<file path="config.mk">
export PLATFORM = sky130hd
export DESIGN_NAME = dmem_arbiter
export DESIGN_NICKNAME = d
export VERILOG_FILES = /design/src/rtl/dmem_pkg.sv /design/src/rtl/dmem_arbiter_rr_arb2.sv /design/src/rtl/dmem_arbiter.sv
export SDC_FILE = /design/constraint.sdc
export NUM_CORES = 1
export LEC_CHECK = 0
export CAP_MARGIN = 20
export CELL_PAD_IN_SITES_DETAIL_PLACEMENT = 1
export CELL_PAD_IN_SITES_GLOBAL_PLACEMENT = 1
export CORE_AREA = 5 5 118 120
export CTS_BUF_LIST = sky130_fd_sc_hd__clkbuf_4 sky130_fd_sc_hd__clkbuf_8 sky130_fd_sc_hd__clkbuf_16
export CTS_CLUSTER_DIAMETER = 120
export DETAILED_ROUTE_END_ITERATION = 7
export DIE_AREA = 0 0 123 125
export DONT_BUFFER_PORTS = 1
export GPL_TIMING_DRIVEN = 0
export MAX_ROUTING_LAYER = met4
export PLACE_DENSITY_LB_ADDON = 0.1
export SYNTH_ARGS = -nofsm -noshare
export SYNTH_HDL_FRONTEND = slang
export SYNTH_SLANG_ARGS = --single-unit
</file>
<file path="constraint.sdc">
create_clock -name clk -period 3.2 [get_ports clk]
set_input_delay 0.8 -clock clk [delete_from_list [all_inputs] [get_ports clk]]
set_output_delay 0.8 -clock clk [all_outputs]
set_load 0.02 [all_outputs]
</file>
<file path="src/rtl/dmem_pkg.sv">
// Shared types for the data-memory arbiter: FSM states, master index and byte-merge helper.
package dmem_pkg;

    typedef enum logic {
        IDLE   = 1'b0,
        RMW_WR = 1'b1
    } state_t;

    typedef enum logic {
        M0 = 1'b0,
        M1 = 1'b1
    } master_idx_t;

    localparam logic [3:0] BE_FULL = 4'hF;

    // Byte i comes from new_w where be[i] is set, otherwise from old_w.
    function automatic logic [31:0] merge_be(input logic [31:0] old_w,
                                             input logic [31:0] new_w,
                                             input logic [3:0]  be);
        logic [31:0] merged;
        merged = old_w;
        for (int i = 0; i < 4; i++) begin
            if (be[i]) begin
                merged[8*i +: 8] = new_w[8*i +: 8];
            end
        end
        return merged;
    endfunction

endpackage

</file>
<file path="src/rtl/dmem_arbiter_rr_arb2.sv">
// Two-way grant logic: round-robin with a last-winner pointer when FAIR=1, m0-first priority when FAIR=0.
module rr_arb2
    import dmem_pkg::*;
#(
    parameter bit FAIR = 1'b1
) (
    input  logic       clk,
    input  logic       rst_n,
    input  logic       en,
    input  logic [1:0] req,
    output logic [1:0] gnt
);

    master_idx_t ptr_q;
    master_idx_t ptr_d;

    always_comb begin
        gnt   = 2'b00;
        ptr_d = ptr_q;
        if (en) begin
            case (req)
                2'b01:   gnt = 2'b01;
                2'b10:   gnt = 2'b10;
                2'b11:   gnt = (FAIR && (ptr_q == M1)) ? 2'b10 : 2'b01;
                default: gnt = 2'b00;
            endcase
        end
        // The pointer names the master to favour next: the one that did not just win.
        if (gnt[0]) begin
            ptr_d = M1;
        end else if (gnt[1]) begin
            ptr_d = M0;
        end
    end

    always_ff @(posedge clk or negedge rst_n) begin
        if (!rst_n) begin
            ptr_q <= M0;
        end else begin
            ptr_q <= ptr_d;
        end
    end

endmodule

</file>
<file path="src/rtl/dmem_arbiter.sv">
// Two-master arbiter in front of a word-addressed data memory, one transaction in flight.
// Define DMEM_ARB_RMW_EN to enable read-modify-write handling of partial byte-strobe writes.
module dmem_arbiter
    import dmem_pkg::*;
#(
    parameter bit FAIR = 1'b1
) (
    input  logic        clk,
    input  logic        rst_n,

    input  logic        m0_req,
    input  logic [31:0] m0_addr,
    input  logic        m0_we,
    input  logic [31:0] m0_wdata,
    input  logic [3:0]  m0_be,
    output logic        m0_gnt,
    output logic        m0_rvalid,
    output logic [31:0] m0_rdata,

    input  logic        m1_req,
    input  logic [31:0] m1_addr,
    input  logic        m1_we,
    input  logic [31:0] m1_wdata,
    input  logic [3:0]  m1_be,
    output logic        m1_gnt,
    output logic        m1_rvalid,
    output logic [31:0] m1_rdata,

    output logic        mem_read,
    output logic        mem_write,
    output logic [31:0] mem_addr,
    output logic [31:0] mem_wdata,
    input  logic [31:0] mem_rdata
);

    logic [1:0]  gnt;
    logic        arb_en;
    logic        gnt_any;
    master_idx_t sel_idx;
    logic [31:0] sel_addr;
    logic        sel_we;
    logic [31:0] sel_wdata;

    logic        rsp_valid_q, rsp_valid_d;
    master_idx_t rsp_idx_q, rsp_idx_d;
    logic [31:0] rsp_data_q, rsp_data_d;

`ifdef DMEM_ARB_RMW_EN
    state_t      state_q, state_d;
    logic [3:0]  sel_be;
    logic [31:0] rmw_addr_q, rmw_addr_d;
    logic [31:0] rmw_wdata_q, rmw_wdata_d;
    logic [3:0]  rmw_be_q, rmw_be_d;
    logic [31:0] rmw_old_q, rmw_old_d;
    master_idx_t rmw_idx_q, rmw_idx_d;

    assign arb_en = rst_n && (state_q == IDLE);
    assign sel_be = gnt[1] ? m1_be : m0_be;
`else
    logic unused_be;

    assign arb_en    = rst_n;
    assign unused_be = ^{m0_be, m1_be};
`endif

    rr_arb2 #(.FAIR(FAIR)) u_arb (
        .clk   (clk),
        .rst_n (rst_n),
        .en    (arb_en),
        .req   ({m1_req, m0_req}),
        .gnt   (gnt)
    );

    assign m0_gnt    = gnt[0];
    assign m1_gnt    = gnt[1];
    assign gnt_any   = gnt[0] | gnt[1];
    assign sel_idx   = gnt[1] ? M1 : M0;
    assign sel_addr  = gnt[1] ? m1_addr  : m0_addr;
    assign sel_we    = gnt[1] ? m1_we    : m0_we;
    assign sel_wdata = gnt[1] ? m1_wdata : m0_wdata;

    always_comb begin
        mem_read    = 1'b0;
        mem_write   = 1'b0;
        mem_addr    = sel_addr;
        mem_wdata   = sel_wdata;
        rsp_valid_d = 1'b0;
        rsp_idx_d   = rsp_idx_q;
        rsp_data_d  = '0;
`ifdef DMEM_ARB_RMW_EN
        state_d     = state_q;
        rmw_addr_d  = rmw_addr_q;
        rmw_wdata_d = rmw_wdata_q;
        rmw_be_d    = rmw_be_q;
        rmw_old_d   = rmw_old_q;
        rmw_idx_d   = rmw_idx_q;

        if (state_q == RMW_WR) begin
            mem_write   = 1'b1;
            mem_addr    = rmw_addr_q;
            mem_wdata   = merge_be(rmw_old_q, rmw_wdata_q, rmw_be_q);
            rsp_valid_d = 1'b1;
            rsp_idx_d   = rmw_idx_q;
            state_d     = IDLE;
        end else if (gnt_any) begin
            rsp_idx_d = sel_idx;
            if (!sel_we) begin
                mem_read    = 1'b1;
                rsp_valid_d = 1'b1;
                rsp_data_d  = mem_rdata;
            end else if (sel_be == BE_FULL) begin
                mem_write   = 1'b1;
                rsp_valid_d = 1'b1;
            end else if (sel_be == 4'h0) begin
                rsp_valid_d = 1'b1;
            end else begin
                // Partial write: fetch the old word now, write the merged word next cycle.
                mem_read    = 1'b1;
                rmw_addr_d  = sel_addr;
                rmw_wdata_d = sel_wdata;
                rmw_be_d    = sel_be;
                rmw_old_d   = mem_rdata;
                rmw_idx_d   = sel_idx;
                state_d     = RMW_WR;
            end
        end
`else
        if (gnt_any) begin
            rsp_idx_d   = sel_idx;
            rsp_valid_d = 1'b1;
            if (!sel_we) begin
                mem_read   = 1'b1;
                rsp_data_d = mem_rdata;
            end else begin
                mem_write  = 1'b1;
            end
        end
`endif
    end

    always_ff @(posedge clk or negedge rst_n) begin
        if (!rst_n) begin
            rsp_valid_q <= 1'b0;
            rsp_idx_q   <= M0;
            rsp_data_q  <= '0;
        end else begin
            rsp_valid_q <= rsp_valid_d;
            rsp_idx_q   <= rsp_idx_d;
            rsp_data_q  <= rsp_data_d;
        end
    end

`ifdef DMEM_ARB_RMW_EN
    always_ff @(posedge clk or negedge rst_n) begin
        if (!rst_n) begin
            state_q     <= IDLE;
            rmw_addr_q  <= '0;
            rmw_wdata_q <= '0;
            rmw_be_q    <= '0;
            rmw_old_q   <= '0;
            rmw_idx_q   <= M0;
        end else begin
            state_q     <= state_d;
            rmw_addr_q  <= rmw_addr_d;
            rmw_wdata_q <= rmw_wdata_d;
            rmw_be_q    <= rmw_be_d;
            rmw_old_q   <= rmw_old_d;
            rmw_idx_q   <= rmw_idx_d;
        end
    end
`endif

    assign m0_rvalid = rsp_valid_q && (rsp_idx_q == M0);
    assign m1_rvalid = rsp_valid_q && (rsp_idx_q == M1);
    assign m0_rdata  = m0_rvalid ? rsp_data_q : '0;
    assign m1_rdata  = m1_rvalid ? rsp_data_q : '0;

endmodule

</file>
==> results of run 1 <==
## registers in the layout, indices dropped and copies added, names as in the netlist
name	flops
rsp_data_q	32
rsp_idx_q	1
rsp_valid_q	1
u_arb.ptr_q	1
## cell type report
class / count / area [µm²]
Clock buffer: 6 / 139
Clock inverter: 2 / 16.3
Tap cell: 176 / 220
Inverter: 2 / 7.51
Sequential cell: 35 / 876
Fill cell: 1470 / 9970
Buffer: 24 / 125
Multi-Input combinational cell: 175 / 1520
## layout by cell type, fill, tap and decap left out
master,synthesis,final
nor2b_1,2,2
buf_6,4,4
clkbuf_16,0,5
inv_1,2,2
nand2_1,1,1
a31oi_1,1,1
clkbuf_8,0,1
nand2b_1,1,1
mux2_4,27,27
mux2_2,37,37
clkbuf_2,1,1
mux2i_1,1,1
o21bai_1,1,1
clkinvlp_4,0,1
clkinv_4,0,1
and3_1,66,66
clkbuf_1,16,16
a21oi_1,1,1
and2_1,34,34
dfrtp_1,35,35
a32o_1,1,1
buf_2,3,3
o21a_1,1,1
o211ai_1,1,1
## path summary, 6_finish.rpt
path / from / to / slack (ns) / depth (start not counted)
setup / recovery: m0_req / mem_write / 0.29 / 6
hold / removal: rst_n / rsp_data_q[28] / 0.21 / 0
setup reg to reg: u_arb.ptr_q / rsp_data_q[5] / 1.69 / 4
hold reg to reg: u_arb.ptr_q / u_arb.ptr_q / 0.52 / 1
max in group asynchronous: rst_n / rsp_data_q[8] / 2.90 / 0
min in group clk: u_arb.ptr_q / u_arb.ptr_q / 0.52 / 1
## per-layer routing
layer,track usage (%),vias to the layer above,wire (µm)
met5,-,-,0
met4,2.74,0,57
li1,-,842,-
met1,15.6,912,4090
met2,24.8,144,5900
met3,3.07,2,752
## worst max-delay path, stage by stage
cell	delay, ns
nand2b_1	0.06
and3_1	0.18
clkbuf_2	0.14
buf_6	0.17
buf_6	0.21
mux2i_1	0.54
## power breakdown
| part | internal [µW] | total, µW | switching [µW] |
|---|---|---|---|
| Combinational | 133 | 388 | 254 |
| Sequential | 466 | 481 | 15.2 |
| Clock | 311 | 502 | 191 |
| Total | 910 | 1370 | 461 |
## per-stage QoR
stage / setup slack (ns) / total power [µW] / hold WS [ns] / instance area, µm²
final: 0.286 / 1370 / 0.210 / 2910
after floorplan: 0.513 / 811 / 0.472 / 2530
after global routing: 0.127 / 1440 / 0.194 / 2910
after detailed placement: 0.193 / 888 / 0.505 / 2750
after global placement: 0.204 / 887 / 0.505 / 2750
after CTS: 0.189 / 1400 / 0.200 / 2910
## cell families (layout without fill, tap and decap cells)
group / Yosys count / in the layout / share of synthesized area [%]
and+or+nand+nor: 104 / 104 / 25.6
DFF: 35 / 35 / 34.6
buffers and inverters: 26 / 34 / 5.24
AOI/OAI and AO/OA: 6 / 6 / 1.73
muxes: 65 / 65 / 32.9
==> results.py, run 1 <==
metrics = {
    "run_status": {
        "status": "finished, final reports clean",
    },
    "timing": {
        "clock_skew_ns": 0.00594,
        "hold_violations": 0,
        "slew_headroom_pct": 60.5,
        "slew_viol_final": 0,
        "min_period_ns": 2.91,
        "worst-slew-pin-transition_ns": 0.576,
        "finalSetupTns_ns": 0,
        "finalSetupViolCount": 0,
        "rsz0062_at_grt": "false",
        "post-route-period-util_pct": 91.1,
        "fmaxAchievable_ghz": 0.343,
    },
    "synth": {
        "ys_seq_elements": 35,
        "yosysMostFrequentCell": "and3_1",
        "synth_area_leaders": "dfrtp_1 (35%), mux2_2 (16%), and3_1 (16%)",
        "syn_nets": 410,
        "synth_area_mm2": 0.00253,
        "ys_seq_area_share_pct": 34.6,
        "synthDistinctLibCells": 20,
        "ys.flop_type": "dfrtp_1",
        "syn-instance-count": 236,
        "netlist_top_cells_count": "and3_1 (66), mux2_2 (37), dfrtp_1 (35), and2_1 (34), mux2_4 (27)",
        "synth_edf_count": 0,
        "yosysTopAreaCell": "dfrtp_1",
        "synth_top_area_share_pct": 34.6,
        "ys_warn_count": 0,
        "async_reset_ff_share_pct": 100,
        "syn_avg_cell_area_um2": 10.7,
    },
    "worst_setup_path": {
        "endpoint_kind": "primary output",
        "worstPathArrival_ns": 2.11,
        "worstSetupPathType": "in2out",
        "crit_required_ns": 2.40,
        "critical_path.max_fanout": 10,
        "cp-start-kind": "primary input",
    },
    "routing": {
        "ant_nets": 0,
        "drc": 0,
        "post_drt_wl_per_cell_um": 25.7,
        "wirelength_um": 10800,
        "via_per_inst": 4.52,
        "drt_iter0_markers": 62,
        "first_pass_iters": 4,
        "num_vias": 1900,
    },
    "floorplan": {
        "die_h_um": 125,
        "rows": 42,
        "io_pins": 308,
        "die_w_um": 123,
        "dieArea_mm2": 0.0154,
        "start_util_pct": 19.7,
        "core_area_mm2": 0.0129,
    },
    "final_layout": {
        "layout.cells.non_filler": 420,
        "drive_above_1_share_pct": 32.8,
        "diodes": 0,
        "final_core_util_pct": 22.6,
        "layout.nets": 417,
        "area_growth_pct": 14.8,
    },
    "clock_tree": {
        "cts_max_level": 2,
        "clk_pin_slew_worst_paths_ns": 0.06,
        "cts_tree": "built",
        "cts_hold_buf": 0,
        "cts_resized": 0,
        "cts_inserted_buffers": 5,
        "root_buffer": "clkbuf_16",
        "insertion_delay_ns": 0.28,
        "cts_sinks": 35,
        "postCtsSetupRepairBufs": 0,
        "clock_path_buffers": 2,
    },
    "place": {
        "routabilityCongestion": 0.726,
        "place_hpwl_um": 9140,
        "placed_cells": 412,
        "io_buffers": 0,
    },
    "power": {
        "power_density_mw_per_mm2": 472,
        "leakagePower_uw": 0.00146,
        "irDropWorstVdd_v": 0.000154,
    },
    "global_routing": {
        "gr-total-overflow": 0,
        "grt_pass1_vias": 2222,
        "grt_max_degree": 39,
        "antenna_found_initial": 0,
        "grt_first_pass_wirelength_um": 15300,
        "grt.total_usage_pct": 13.8,
    },
    "min_path": {
        "hp-class": "in2async",
    },
    "run": {
        "cap_violations": 0,
    },
}
No activity file was read; power rests on OpenSTA's default activity.
==> run 2: changes to the inputs <==
--- a/config.mk
+++ b/config.mk
@@ -5,14 +5,15 @@
 export SDC_FILE = /design/constraint.sdc
 export NUM_CORES = 1
 export LEC_CHECK = 0
+export ABC_AREA = 1
 export CAP_MARGIN = 20
 export CELL_PAD_IN_SITES_DETAIL_PLACEMENT = 1
 export CELL_PAD_IN_SITES_GLOBAL_PLACEMENT = 1
-export CORE_AREA = 5 5 118 120
+export CORE_AREA = 5 5 117 119
 export CTS_BUF_LIST = sky130_fd_sc_hd__clkbuf_4 sky130_fd_sc_hd__clkbuf_8 sky130_fd_sc_hd__clkbuf_16
 export CTS_CLUSTER_DIAMETER = 120
 export DETAILED_ROUTE_END_ITERATION = 7
-export DIE_AREA = 0 0 123 125
+export DIE_AREA = 0 0 122 124
 export DONT_BUFFER_PORTS = 1
 export GPL_TIMING_DRIVEN = 0
 export MAX_ROUTING_LAYER = met4
==> results.py, run 2 <==
metrics = {
    "synth": {
        "syn_nets": 607,
        "synthDistinctLibCells": 16,
        "yosysTopAreaCell": "dfrtp_1",
        "yosysMostFrequentCell": "nand2_1",
        "syn_avg_cell_area_um2": 5.91,
        "async_reset_ff_share_pct": 100,
        "ys.flop_type": "dfrtp_1",
        "synth_edf_count": 0,
        "ys_seq_elements": 35,
        "synth_top_area_share_pct": 34.2,
        "netlist_top_cells_count": "nand2_1 (198), inv_1 (71), nor2_1 (67), dfrtp_1 (35), nor2_2 (29)",
        "synth_area_mm2": 0.00256,
        "synth_area_leaders": "dfrtp_1 (34%), nand2_1 (29%), inv_1 (10%)",
        "ys_seq_area_share_pct": 34.2,
        "syn-instance-count": 433,
        "ys_warn_count": 0,
    },
    "routing": {
        "drc": 0,
        "drt_iter0_markers": 65,
        "wirelength_um": 10500,
        "top_layer_used": "met4",
        "first_pass_iters": 4,
        "ant_nets": 0,
        "met3_length_um": 946,
        "post_drt_wl_per_cell_um": 17.1,
        "drt-met1-wl_um": 3810,
        "via_per_inst": 4.13,
        "num_vias": 2532,
        "dr_wl_met2_um": 5700,
    },
    "worst_setup_path": {
        "worstPathArrival_ns": 1.80,
        "slowest_stage": "buf_2",
        "reg2reg_depth": 6,
        "path_common_cell": "nand2_1",
        "r2r-start": "u_arb.ptr_q",
        "crit_required_ns": 2.40,
        "endpoint_kind": "primary output",
        "cp-start-kind": "primary input",
        "reg2reg_to": "rsp_idx_q",
        "r2r_slack_ns": 1.98,
        "path_cells": "nand2_1 > inv_2 > nand2_2 > buf_6 > buf_2 > nand2_1 > nand2_1",
        "worstSetupPathType": "in2out",
        "cp_top_family": "simple AND/OR/NAND/NOR gates",
        "worstPathBufferInverterCount": 3,
        "critical_path.max_fanout": 37,
        "critical_path.max_stage_delay_ns": 0.23,
    },
    "clock_tree": {
        "cts_tree": "built",
        "cts_inserted_buffers": 5,
        "postCtsSetupRepairBufs": 0,
        "cts_sinks": 35,
        "clk_pin_slew_worst_paths_ns": 0.06,
        "cts_resized": 0,
        "clock_path_buffers": 2,
        "cts_max_level": 2,
        "root_buffer": "clkbuf_16",
        "insertion_delay_ns": 0.28,
        "cts_hold_buf": 0,
    },
    "floorplan": {
        "rows": 41,
        "core_area_mm2": 0.0125,
        "io_pins": 308,
        "die_h_um": 124,
        "die_w_um": 122,
        "dieArea_mm2": 0.0151,
        "start_util_pct": 20.5,
    },
    "final_layout": {
        "layout.nets": 614,
        "max_flop_register": "rsp_data_q",
        "layout_commonest_cell": "nand2_1",
        "layout.cells.non_filler": 613,
        "drive_above_1_share_pct": 13.4,
        "area_growth_pct": 15.4,
        "final_cell_mix": "nand2_1 (198), inv_1 (71), nor2_1 (67), dfrtp_1 (35), nor2_2 (29)",
        "largest_register_ffs": 32,
        "diodes": 0,
        "num-fill-cells": 1615,
    },
    "global_routing": {
        "grt_max_degree": 38,
        "grt_first_pass_wirelength_um": 14100,
        "grt.total_usage_pct": 12.4,
        "grt_pass1_vias": 2616,
        "antenna_found_initial": 0,
        "gr-total-overflow": 0,
    },
    "timing": {
        "finalSetupViolCount": 0,
        "post-route-period-util_pct": 81.2,
        "hold_violations": 0,
        "worst-slew-pin-transition_ns": 0.765,
        "finalSetupTns_ns": 0,
        "slew_viol_final": 0,
        "clock_skew_ns": 0.00654,
        "min_period_ns": 2.60,
        "fmaxAchievable_ghz": 0.385,
        "slew_headroom_pct": 48.5,
        "rsz0062_at_grt": "false",
    },
    "place": {
        "placed_cells": 605,
        "routabilityCongestion": 0.683,
        "io_buffers": 0,
        "place_hpwl_um": 8950,
    },
    "min_path": {
        "hp-class": "in2async",
    },
    "run": {
        "cap_violations": 0,
    },
    "power": {
        "irDropWorstVdd_v": 0.000156,
        "leakagePower_uw": 0.00164,
        "power_density_mw_per_mm2": 488,
    },
    "run_status": {
        "status": "finished, final reports clean",
    },
}
==> run 2: area by class of cell <==
class,count,area [µm²],area share (%)
multi-input cells,302,1240,41.9
flip-flops and latches,35,876,29.7
clock inverters,2,38.8,1.31
clock buffers,6,139,4.71
plain buffers,23,173,5.85
well taps,172,215,7.29
inverters,73,274,9.28
==> run 2: power by group <==
group,switching [µW],total [µW],internal (µW)
Clock,186,577,391
Sequential,7.26,475,468
Combinational,306,388,81.8
==> run 2: through the flow <==
step / hold WS, ns / instance area, µm² / power (µW) / setup slack (ns) / utilization [%]
2_1_floorplan: 0.504 / 2560 / 807 / 0.808 / -
4_1_cts: 0.201 / 2950 / 1470 / 0.607 / 23.7
6_report: 0.211 / 2950 / 1440 / 0.602 / 23.7
5_1_grt: 0.199 / 2950 / 1520 / 0.524 / 23.7
3_5_place_dp: 0.505 / 2770 / 879 / 0.608 / 22.3
3_3_place_gp: 0.505 / 2770 / 875 / 0.629 / 22.3
==> run 2: worst max-delay path by stage <==
stage          startpoint      endpoint  cells past startpoint
6_report            rst_n  mem_addr[20]                      7
3_5_place_dp        rst_n     mem_write                      5
3_3_place_gp        rst_n     mem_write                      5
2_1_floorplan       rst_n     mem_write                      5
4_1_cts             rst_n     mem_write                      5
5_1_grt             rst_n  mem_addr[20]                      7
==> run 2: cell families after synthesis <==
family,synth area share [%]
buffers and inverters,17.5
DFF,34.2
AOI/OAI and AO/OA,0.978
and+or+nand+nor,47.3
==> run 2: worst register-to-register path, stage by stage, from the launching register on <==
cell and delay (ns):
dfrtp_1 0.36, inv_1 0.08, nand2_1 0.08, nand2_2 0.13, buf_6 0.16, buf_4 0.19
o21ai_0 0.10
==> run 2: per-layer routing <==
metal  global-route usage [%]  up-vias
met3                     2.50        2
met4                     2.31        0
met2                     23.1      155
met1                     13.9     1150
li1                         -     1225
met5                        -        -
==> run 3: changes to the inputs <==
--- a/config.mk
+++ b/config.mk
@@ -9,11 +9,11 @@
 export CAP_MARGIN = 20
 export CELL_PAD_IN_SITES_DETAIL_PLACEMENT = 1
 export CELL_PAD_IN_SITES_GLOBAL_PLACEMENT = 1
-export CORE_AREA = 5 5 117 119
+export CORE_AREA = 5 5 118 120
 export CTS_BUF_LIST = sky130_fd_sc_hd__clkbuf_4 sky130_fd_sc_hd__clkbuf_8 sky130_fd_sc_hd__clkbuf_16
 export CTS_CLUSTER_DIAMETER = 120
 export DETAILED_ROUTE_END_ITERATION = 7
-export DIE_AREA = 0 0 122 124
+export DIE_AREA = 0 0 123 125
 export DONT_BUFFER_PORTS = 1
 export GPL_TIMING_DRIVEN = 0
 export MAX_ROUTING_LAYER = met4
==> constraint.sdc (replaced) <==
create_clock -name clk -period 2.35 [get_ports clk]
set_input_delay 0.5875 -clock clk [delete_from_list [all_inputs] [get_ports clk]]
set_output_delay 0.5875 -clock clk [all_outputs]
set_load 0.02 [all_outputs]
==> results.py, run 3 (synthesis results as in run 2) <==
metrics = {
    "final_layout": {
        "largest_register_ffs": 32,
        "num-fill-cells": 1649,
        "diodes": 0,
        "seqCellArea_um2": 876,
        "layout.cells.non_filler": 618,
        "max_flop_register": "rsp_data_q",
        "final_cell_mix": "nand2_1 (197), inv_1 (71), nor2_1 (66), dfrtp_1 (35), nor2_2 (30)",
        "layout_commonest_cell": "nand2_1",
        "area_growth_pct": 16.5,
        "multi_input_comb_area_mm2": 0.00124,
        "drive_above_1_share_pct": 14.0,
        "layout.nets": 615,
        "final_core_util_pct": 23.2,
    },
    "clock_tree": {
        "clk_pin_slew_worst_paths_ns": 0.06,
        "clock_path_buffers": 2,
        "insertion_delay_ns": 0.28,
        "cts_tree": "built",
        "cts_max_level": 2,
        "root_buffer": "clkbuf_16",
        "cts_inserted_buffers": 5,
        "cts_sinks": 35,
    },
    "place": {
        "routabilityCongestion": 0.758,
        "placed_cells": 609,
        "dp_slack_ns": 0.173,
        "place_hpwl_um": 9250,
        "io_buffers": 0,
    },
    "timing": {
        "finalSetupTns_ns": 0,
        "post-route-period-util_pct": 93.7,
        "worst-slew-pin-transition_ns": 0.505,
        "clock_skew_ns": 0.00977,
        "fmaxAchievable_ghz": 0.454,
        "finalSetupViolCount": 0,
        "rsz0062_at_grt": "false",
        "hold_violations": 0,
        "setup_slack_ns": 0.149,
        "min_period_ns": 2.20,
        "slew_viol_final": 0,
        "slew_headroom_pct": 66.2,
    },
    "global_routing": {
        "grt_use_met1_pct": 14.4,
        "gr-total-overflow": 0,
        "antenna_found_initial": 0,
        "met2_usage_pct": 24.1,
        "grt_busiest_layer": "met2",
        "grt_first_pass_wirelength_um": 15300,
        "grt_max_degree": 36,
        "use_met3_pct": 3.12,
        "grt.total_usage_pct": 13.2,
        "grt_pass1_vias": 2726,
    },
    "routing": {
        "via_per_inst": 4.14,
        "ant_nets": 0,
        "drt_iter0_markers": 52,
        "drc": 0,
        "first_pass_iters": 4,
        "wirelength_um": 10900,
        "num_vias": 2556,
        "post_drt_wl_per_cell_um": 17.6,
    },
    "run": {
        "cap_violations": 0,
    },
    "worst_setup_path": {
        "critical_path.max_fanout": 10,
        "endpoint_kind": "primary output",
        "reg2reg_depth": 7,
        "worstPathArrival_ns": 1.61,
        "cp-start-kind": "flop",
        "r2r-start": "u_arb.ptr_q",
        "crit_required_ns": 1.76,
        "reg2reg_to": "rsp_data_q[2]",
        "r2r_slack_ns": 1.14,
        "worstSetupPathType": "reg2out",
    },
    "min_path": {
        "hp-class": "in2async",
    },
    "floorplan": {
        "die_w_um": 123,
        "core_area_mm2": 0.0129,
        "dieArea_mm2": 0.0154,
        "io_pins": 308,
        "die_h_um": 125,
        "rows": 42,
        "start_util_pct": 19.9,
    },
    "power": {
        "total_power_uw": 2000,
        "leakagePower_uw": 0.00165,
        "irDropWorstVdd_v": 0.000495,
        "power_density_mw_per_mm2": 670,
    },
    "run_status": {
        "status": "finished, final reports clean",
    },
}
## run 3: cell count changes in the layout (fill, tap and decap cells not counted)
| cell | previous run | this run |
|---|---|---|
| buf_12 | 0 | 1 |
| nand2_1 | 198 | 197 |
| a21boi_1 | 0 | 1 |
| nor2_2 | 29 | 30 |
| a21boi_0 | 1 | 0 |
| nor2_1 | 67 | 66 |
| nand2_2 | 2 | 3 |
## run 3: how the worst max path moves through the flow
| stage | end | startpoint | depth (start not counted) |
|---|---|---|---|
| final | mem_addr[29] | u_arb.ptr_q | 7 |
| after detailed placement | mem_wdata[1] | rst_n | 7 |
| after global placement | mem_wdata[1] | rst_n | 7 |
| after CTS | mem_wdata[1] | u_arb.ptr_q | 7 |
| after floorplan | mem_write | rst_n | 5 |
| after global routing | m0_rdata[5] | rsp_idx_q | 4 |
## run 3: routing by layer
| metal | part of all wire [%] | wire, µm |
|---|---|---|
| met4 | 1.1 | 116 |
| met2 | 52 | 5620 |
| met1 | 38 | 4080 |
| met3 | 9.5 | 1040 |
| met5 | 0 | 0 |
## run 3: area by class of cell
cell class                      instances  share of cell area (%)
Clock inverter                          2                    1.30
Multi-Input combinational cell        302                    41.6
Inverter                               73                    9.19
Timing Repair Buffer                    1                   0.671
Tap cell                              176                    7.39
Buffer                                 23                    5.79
Clock buffer                            6                    4.66
Sequential cell                        35                    29.4
## run 3: worst max-delay path: stages (launching register included)
cell	delay [ns]
dfrtp_1	0.36
inv_1	0.08
nand2_1	0.08
nand2_2	0.13
buf_6	0.16
buf_2	0.22
nand2_1	0.07
nand2_1	0.22
## run 3: power by group
group	internal, µW	switching (µW)
sequential	637	9.62
clock	533	271
combinational	116	432
## run 3: through the flow
step | hold WS [ns] | cell area, µm²
2_1_floorplan | 0.292 | 2560
3_3_place_gp | 0.293 | 2780
3_5_place_dp | 0.293 | 2780
4_1_cts | 0.134 | 2980
5_1_grt | 0.137 | 2980
6_report | 0.134 | 2980
## run 3: repair_timing
action                                  4_1_cts  5_1_grt
hold buffers                                  1        0
endpoints found under the setup margin        0        3
endpoints found under the hold margin        35        0
buffers inserted                              0        0
resized for setup                             0        3
